[config.mk]
export PLATFORM = sky130hd
export DESIGN_NAME = peripheral_mpram_wb_burst_master
export DESIGN_NICKNAME = d
export VERILOG_FILES = /design/src/rtl/peripheral_mpram_wb_burst_master.sv
export SDC_FILE = /design/constraint.sdc
export NUM_CORES = 1
export LEC_CHECK = 0
export ABC_AREA = 1
export CAP_MARGIN = 10
export CORE_ASPECT_RATIO = 2
export CORE_MARGIN = 2
export CORE_UTILIZATION = 41
export DETAILED_ROUTE_END_ITERATION = 8
export GPL_ROUTABILITY_DRIVEN = 1
export PLACE_DENSITY = 0.8
export SETUP_SLACK_MARGIN = 0.15
export SLEW_MARGIN = 15
export SYNTH_ARGS = -nofsm -noshare
export SYNTH_HDL_FRONTEND = slang
export SYNTH_SLANG_ARGS = --single-unit
[constraint.sdc]
create_clock -name wb_clk_i -period 1.9 [get_ports wb_clk_i]
set_clock_uncertainty 0.05 [all_clocks]
set_input_delay 0.285 -clock wb_clk_i [delete_from_list [all_inputs] [get_ports wb_clk_i]]
set_output_delay 0.285 -clock wb_clk_i [all_outputs]
set_load 0.005 [all_outputs]
[src/rtl/peripheral_mpram_wb_burst_master.sv]
// Wishbone B3 burst master driving the single-port RAM slave.
// Turns a command channel plus write/read data streams into classic or
// incrementing-burst cycles with per-beat CTI/BTE.
// Optional watchdog: define PERIPHERAL_MPRAM_WB_TIMEOUT_EN to abort a cycle
// after TIMEOUT cycles without ack.
module peripheral_mpram_wb_burst_master #(
  parameter int unsigned DW      = 32,
  parameter int unsigned AW      = 8,
  parameter int unsigned LW      = 4,
  parameter int unsigned TIMEOUT = 255
) (
  input  logic            wb_clk_i,
  input  logic            wb_rst_i,
  input  logic            cmd_valid_i,
  output logic            cmd_ready_o,
  input  logic            cmd_we_i,
  input  logic [AW-1:0]   cmd_adr_i,
  input  logic [LW-1:0]   cmd_len_i,
  input  logic [1:0]      cmd_bte_i,
  input  logic            wdat_valid_i,
  output logic            wdat_ready_o,
  input  logic [DW-1:0]   wdat_i,
  input  logic [DW/8-1:0] wsel_i,
  output logic            rdat_valid_o,
  output logic [DW-1:0]   rdat_o,
  output logic            rdat_last_o,
  output logic            done_o,
  output logic            err_o,
  output logic [AW-1:0]   wb_adr_o,
  output logic [DW-1:0]   wb_dat_o,
  output logic [DW/8-1:0] wb_sel_o,
  output logic            wb_we_o,
  output logic [1:0]      wb_bte_o,
  output logic [2:0]      wb_cti_o,
  output logic            wb_cyc_o,
  output logic            wb_stb_o,
  input  logic [DW-1:0]   wb_dat_i,
  input  logic            wb_ack_i,
  input  logic            wb_err_i
);

  localparam int unsigned SH = (DW == 64) ? 3 : 2;
  localparam int unsigned BW = AW - SH;

  localparam logic [2:0] CTI_CLASSIC = 3'b000;
  localparam logic [2:0] CTI_INCR    = 3'b010;
  localparam logic [2:0] CTI_END     = 3'b111;

  typedef enum logic [1:0] {IDLE, WAIT_DATA, BUS} state_t;

  state_t            state_q, state_d;
  logic [LW-1:0]     cnt_q, cnt_d;
  logic [AW-1:0]     adr_d;
  logic [DW-1:0]     dat_d, rdat_d;
  logic [DW/8-1:0]   sel_d;
  logic              we_d, bus_d, cmd_ready_d;
  logic [1:0]        bte_d;
  logic [2:0]        cti_d;
  logic              rdat_valid_d, rdat_last_d, done_d, err_d;
  logic              tmo_abort, bus_abort, beat_ok;

  // Next beat address: advance in beat units, wrapping inside the burst window
  function automatic logic [AW-1:0] next_adr(input logic [AW-1:0] a, input logic [1:0] bte);
    logic [BW-1:0] b, inc, mask;
    b   = a[AW-1:SH];
    inc = b + BW'(1);
    case (bte)
      2'd1:    mask = BW'(3);
      2'd2:    mask = BW'(7);
      2'd3:    mask = BW'(15);
      default: mask = '1;
    endcase
    b = (b & ~mask) | (inc & mask);
    return {b, a[SH-1:0]};
  endfunction

`ifdef PERIPHERAL_MPRAM_WB_TIMEOUT_EN
  localparam int unsigned TCW = ($clog2(TIMEOUT + 1) > 8) ? $clog2(TIMEOUT + 1) : 8;
  logic [TCW-1:0] tmo_q;

  // Watchdog: cycles in BUS since entry or the most recent ack
  always_ff @(posedge wb_clk_i) begin
    if (!wb_rst_i || state_q != BUS || wb_ack_i) tmo_q <= '0;
    else                                         tmo_q <= tmo_q + TCW'(1);
  end

  assign tmo_abort = (state_q == BUS) && !wb_ack_i && (tmo_q == TCW'(TIMEOUT - 1));
`else
  assign tmo_abort = 1'b0;
`endif

  assign bus_abort = (state_q == BUS) && (wb_err_i || tmo_abort);
  assign beat_ok   = (state_q == BUS) && wb_ack_i && !wb_err_i;

  // Write data is taken while waiting, or on an acked non-final write beat
  assign wdat_ready_o = wb_rst_i &&
                        ((state_q == WAIT_DATA) ||
                         (beat_ok && wb_we_o && (cnt_q != '0)));

  // Next-state and next-output logic
  always_comb begin
    state_d      = state_q;
    cnt_d        = cnt_q;
    adr_d        = wb_adr_o;
    dat_d        = wb_dat_o;
    sel_d        = wb_sel_o;
    we_d         = wb_we_o;
    bte_d        = wb_bte_o;
    cti_d        = wb_cti_o;
    bus_d        = wb_cyc_o;
    rdat_d       = rdat_o;
    rdat_valid_d = 1'b0;
    rdat_last_d  = 1'b0;
    done_d       = 1'b0;
    err_d        = 1'b0;
    case (state_q)
      IDLE: begin
        if (cmd_valid_i && cmd_ready_o) begin
          we_d  = cmd_we_i;
          adr_d = cmd_adr_i;
          cnt_d = cmd_len_i;
          if (cmd_len_i == '0) begin
            bte_d = 2'b00;
            cti_d = CTI_CLASSIC;
          end else begin
            bte_d = cmd_bte_i;
            cti_d = CTI_INCR;
          end
          if (cmd_we_i) begin
            state_d = WAIT_DATA;
          end else begin
            state_d = BUS;
            bus_d   = 1'b1;
            sel_d   = '1;
          end
        end
      end
      WAIT_DATA: begin
        if (wdat_valid_i) begin
          dat_d   = wdat_i;
          sel_d   = wsel_i;
          bus_d   = 1'b1;
          state_d = BUS;
        end
      end
      BUS: begin
        if (bus_abort) begin
          bus_d   = 1'b0;
          err_d   = 1'b1;
          state_d = IDLE;
        end else if (wb_ack_i) begin
          if (!wb_we_o) begin
            rdat_valid_d = 1'b1;
            rdat_d       = wb_dat_i;
            rdat_last_d  = (cnt_q == '0);
          end
          if (cnt_q == '0) begin
            done_d  = 1'b1;
            bus_d   = 1'b0;
            state_d = IDLE;
          end else begin
            cnt_d = cnt_q - LW'(1);
            adr_d = next_adr(wb_adr_o, wb_bte_o);
            cti_d = (cnt_q == LW'(1)) ? CTI_END : CTI_INCR;
            if (wb_we_o) begin
              if (wdat_valid_i) begin
                dat_d = wdat_i;
                sel_d = wsel_i;
              end else begin
                bus_d   = 1'b0;
                state_d = WAIT_DATA;
              end
            end
          end
        end
      end
      default: state_d = IDLE;
    endcase
    cmd_ready_d = (state_d == IDLE);
  end

  // State and registered outputs
  always_ff @(posedge wb_clk_i) begin
    if (!wb_rst_i) begin
      state_q      <= IDLE;
      cnt_q        <= '0;
      cmd_ready_o  <= 1'b0;
      rdat_valid_o <= 1'b0;
      rdat_o       <= '0;
      rdat_last_o  <= 1'b0;
      done_o       <= 1'b0;
      err_o        <= 1'b0;
      wb_adr_o     <= '0;
      wb_dat_o     <= '0;
      wb_sel_o     <= '0;
      wb_we_o      <= 1'b0;
      wb_bte_o     <= 2'b00;
      wb_cti_o     <= 3'b000;
      wb_cyc_o     <= 1'b0;
      wb_stb_o     <= 1'b0;
    end else begin
      state_q      <= state_d;
      cnt_q        <= cnt_d;
      cmd_ready_o  <= cmd_ready_d;
      rdat_valid_o <= rdat_valid_d;
      rdat_o       <= rdat_d;
      rdat_last_o  <= rdat_last_d;
      done_o       <= done_d;
      err_o        <= err_d;
      wb_adr_o     <= adr_d;
      wb_dat_o     <= dat_d;
      wb_sel_o     <= sel_d;
      wb_we_o      <= we_d;
      wb_bte_o     <= bte_d;
      wb_cti_o     <= cti_d;
      wb_cyc_o     <= bus_d;
      wb_stb_o     <= bus_d;
    end
  end

endmodule

==> impl_metrics.yaml, run 1 <==
outcome:
  status: "finished clean"
grt:
  grt_antenna_before_repair: 0
  grt_pass1_vias: 4149
  gr-total-overflow: 0
  grt_pass1_wl_microns: 19000
  grt_max_degree: 83
  grt_use_total_pct: 23.5
cells_and_area:
  num_antenna_cells: 0
  final_layout_size_suffix_gt1_share_pct: 10.6
  finalNonFillerCells: 838
  final_cell_area_sq_um: 6350
  syn_to_final_growth_pct: 63.2
  final_nets: 827
worst_hold_path:
  hold_end: "state_q[0]"
  hold_path.startpoint: "wb_rst_i"
  hold_path.class: "input pin to flop"
  whs_path_depth: 4
die:
  start_util_pct: 41.8
  die-area_sq_um: 10300
  io_pins: 179
  fp.dieW_microns: 72.9
  core_area_sq_um: 9320
  row_count: 50
  die_y_microns: 142
sta:
  setup_violations: 0
  period_needed_ns: 1.73
  timing.fmax_ghz: 0.578
  slew_headroom_pct: 50.6
  setup_tns_ns: 0
  drv_slew: 0
  worstMarginPinSlew_ns: 0.741
  post-route-worst-setup-slack_ns: 0.170
  finalHoldViolations: 0
  rsz0062_at_grt: "yes"
  period_share_pct: 91.1
place:
  placed_cells_incl_taps: 816
  place_hpwl_microns: 8890
  gp_congestion: 0.989
  dp_slack_ns: -0.0712
  dpl_cell_area_sq_um: 5840
  port_buffers: 178
cts:
  cts_buffer_depth: 2
  cts.sinks: 93
  cts-root-buf: "clkbuf_16"
  clk_latency_ns: 0.33
  clk_pin_slew_worst_paths_ns: 0.07
  numCtsBuffers: 9
  cts_tree: "built"
  htreeDepth: 3
route:
  drtIter0Drc: 247
  route.detailed.drc: 0
  wire_per_inst_microns: 14.7
  ant_nets: 0
  routed_wl_microns: 12300
  via_count: 4233
  firstDrtPassIters: 5
  vias_per_cell: 5.05
setup_path:
  critPathKind: "flop to flop"
  arrival_ns: 1.94
  critical_path_required_ns: 2.11
  r2r_cells: 11
  setup.worst_path.end_class: "flop"
  reg2reg_from: "state_q[0]"
  timing.rr.end: "wb_dat_o[17]"
  rrSetupSlack_ns: 0.17
  start_kind: "flop"
  critPathMaxFanout: 7
power_and_ir_drop:
  power-per-cell-area_nw_per_um2: 877
  peakVddDrop_mv: 0.662
  pwr-share-comb_pct: 26.6
  clockPowerShare_pct: 33.0
  swShare_pct: 28.2
  switching_power_uw: 1570
  leakage_uw: 0.00261
  power_uw: 5570
  p_int_uw: 4000
  sequentialPowerShare_pct: 40.4
flow_run:
  drv_cap: 0
logic_synthesis:
  ys_seq_area_share_pct: 47.8
  synthDistinctLibCells: 28
  yosys_warnings: 0
  syn-cell-area_sq_um: 3890
  synth-seq-cells: 93
  syn-num-nets: 637
  synthCells: 539
  synth_area_per_cell_sq_um: 7.22
[kinds of logic (layout without fill, tap and decap cells)]
group	count (synthesis)	in the layout	share of synthesized area [%]
compound gates	102	102	13.4
fa+ha+maj	9	9	2.89
flops	93	93	47.8
buf+inv	57	252	6.81
simple gates	278	278	29.1
[metal layers]
layer / global-route usage, % / wire length (microns) / vias to the layer above
met5: 0 / 0 / -
li1: - / - / 2102
met4: 14.1 / 677 / 0
met1: 24.0 / 4430 / 1928
met2: 42.5 / 6620 / 160
met3: 4.55 / 614 / 43
[final cells by class]
cell class	instances	area, sq um
Inverter	29	119
Timing Repair Buffer	207	2100
Clock buffer	11	243
Sequential cell	93	1870
Fill cell	760	2970
Clock inverter	5	66.3
Multi-Input combinational cell	389	1830
Tap cell	104	130
[power by group through the flow]
stage	logic [uW]	clock network, uW	registers [uW]
5_1_grt	1630	1960	2270
2_1_floorplan	620	0	2280
3_3_place_gp	1310	0	2280
6_report	1480	1840	2250
3_5_place_dp	1340	0	2290
4_1_cts	1390	1880	2250
[layout by cell type (no fill, tap or decap), types with 2 or more instances in the layout]
cell,netlist,routed
ha_4,0,2
o21ai_1,36,39
dfxtp_1,93,90
nor2_1,177,176
o22ai_1,2,2
nand4_1,7,7
inv_4,0,2
a211oi_1,2,2
o21ai_0,45,42
nand3_1,12,10
buf_6,5,3
nand2_4,1,3
nor2_2,4,4
nand3_2,0,2
a21oi_1,16,15
clkdlybuf4s50_1,0,176
ha_1,9,6
buf_12,0,3
buf_4,2,19
nor3_1,4,4
nand2_2,4,4
nor2_4,2,3
inv_6,0,3
inv_2,3,4
dfxtp_2,0,3
clkbuf_16,0,12
buf_2,4,2
inv_1,25,22
nand2_1,64,62
[timing repair]
| item | CTS | global route |
|---|---|---|
| hold buffers | 0 | 0 |
| endpoints found under the setup margin | 44 | 65 |
| buffers inserted | 2 | 0 |
| gates resized for setup | 12 | 25 |
| gates cloned | 0 | 4 |
| pin swaps | 3 | 5 |
[how the worst max path moves through the flow]
stage | startpoint | end | slack [ns]
2_1_floorplan | state_q[0] | wb_dat_o[10] | 0.28
3_3_place_gp | wb_err_i | rdat_o[5] | -0.05
3_5_place_dp | wb_err_i | rdat_o[2] | -0.07
4_1_cts | state_q[1] | wb_adr_o[3] | 0.16
5_1_grt | state_q[0] | wb_dat_o[17] | 0.1
6_report | state_q[0] | wb_dat_o[17] | 0.17
[state kept, by name, indices dropped and copies added (netlist names), 2 cells and up, named ones only]
register  flops
state_q       2
wb_cti_o      2
wb_sel_o      4
wb_bte_o      2
rdat_o       32
cnt_q         4
wb_adr_o      4
wb_dat_o     32
[through the flow]
| stage | util, % | hold WS, ns |
|---|---|---|
| 2_1_floorplan | - | 0.370 |
| 3_3_place_gp | 62.7 | 0.412 |
| 3_5_place_dp | 62.7 | 0.422 |
| 4_1_cts | 66.5 | 0.386 |
| 5_1_grt | 68.2 | 0.422 |
| 6_report | 68.2 | 0.383 |
[cells in the mapped netlist, drive strengths merged]
| library cell | count | share of area (%) |
|---|---|---|
| o21ai | 81 | 10 |
| ha | 9 | 2.9 |
| nand4 | 7 | 1.1 |
| o211ai | 1 | 0.19 |
| dfxtp | 93 | 48 |
| buf | 12 | 2.4 |
| nand3 | 12 | 1.5 |
| or2 | 1 | 0.16 |
| clkbuf | 16 | 1.5 |
| and2 | 1 | 0.16 |
| clkinv | 1 | 0.13 |
| a21oi | 16 | 2.1 |
| nor2 | 183 | 18 |
| o22ai | 2 | 0.32 |
| nor3 | 4 | 0.51 |
| nand2 | 69 | 7.1 |
| a211oi | 2 | 0.39 |
| inv | 28 | 2.7 |
| nand3b | 1 | 0.19 |
[worst max-delay path: stages, from the launching register on]
cell and delay [ns]:
dfxtp_2 0.35, inv_4 0.05, ha_4 0.16, buf_6 0.14
nand2_4 0.09, nand2_1 0.08, a21oi_2 0.18, nand2_4 0.13
inv_6 0.11, clkbuf_16 0.15, nor2_1 0.04, nor2_1 0.13
Note: power is estimated with default switching activity, not from simulation.
==> run 2, diff against run 1 <==
--- a/config.mk
+++ b/config.mk
@@ -11,7 +11,6 @@
 export CORE_MARGIN = 2
 export CORE_UTILIZATION = 41
 export DETAILED_ROUTE_END_ITERATION = 8
-export GPL_ROUTABILITY_DRIVEN = 1
 export PLACE_DENSITY = 0.8
 export SETUP_SLACK_MARGIN = 0.15
 export SLEW_MARGIN = 15
==> results of run 2 <==
Final layout, timing and power as in run 1 (identical DEF).
==> run 3, diff against run 2 <==
--- a/config.mk
+++ b/config.mk
@@ -6,10 +6,10 @@
 export NUM_CORES = 1
 export LEC_CHECK = 0
 export ABC_AREA = 1
-export CAP_MARGIN = 10
 export CORE_ASPECT_RATIO = 2
 export CORE_MARGIN = 2
 export CORE_UTILIZATION = 41
+export CTS_CLUSTER_DIAMETER = 80
 export DETAILED_ROUTE_END_ITERATION = 8
 export PLACE_DENSITY = 0.8
 export SETUP_SLACK_MARGIN = 0.15
==> results of run 3 <==
Final layout, timing and power as in run 1 (identical DEF).
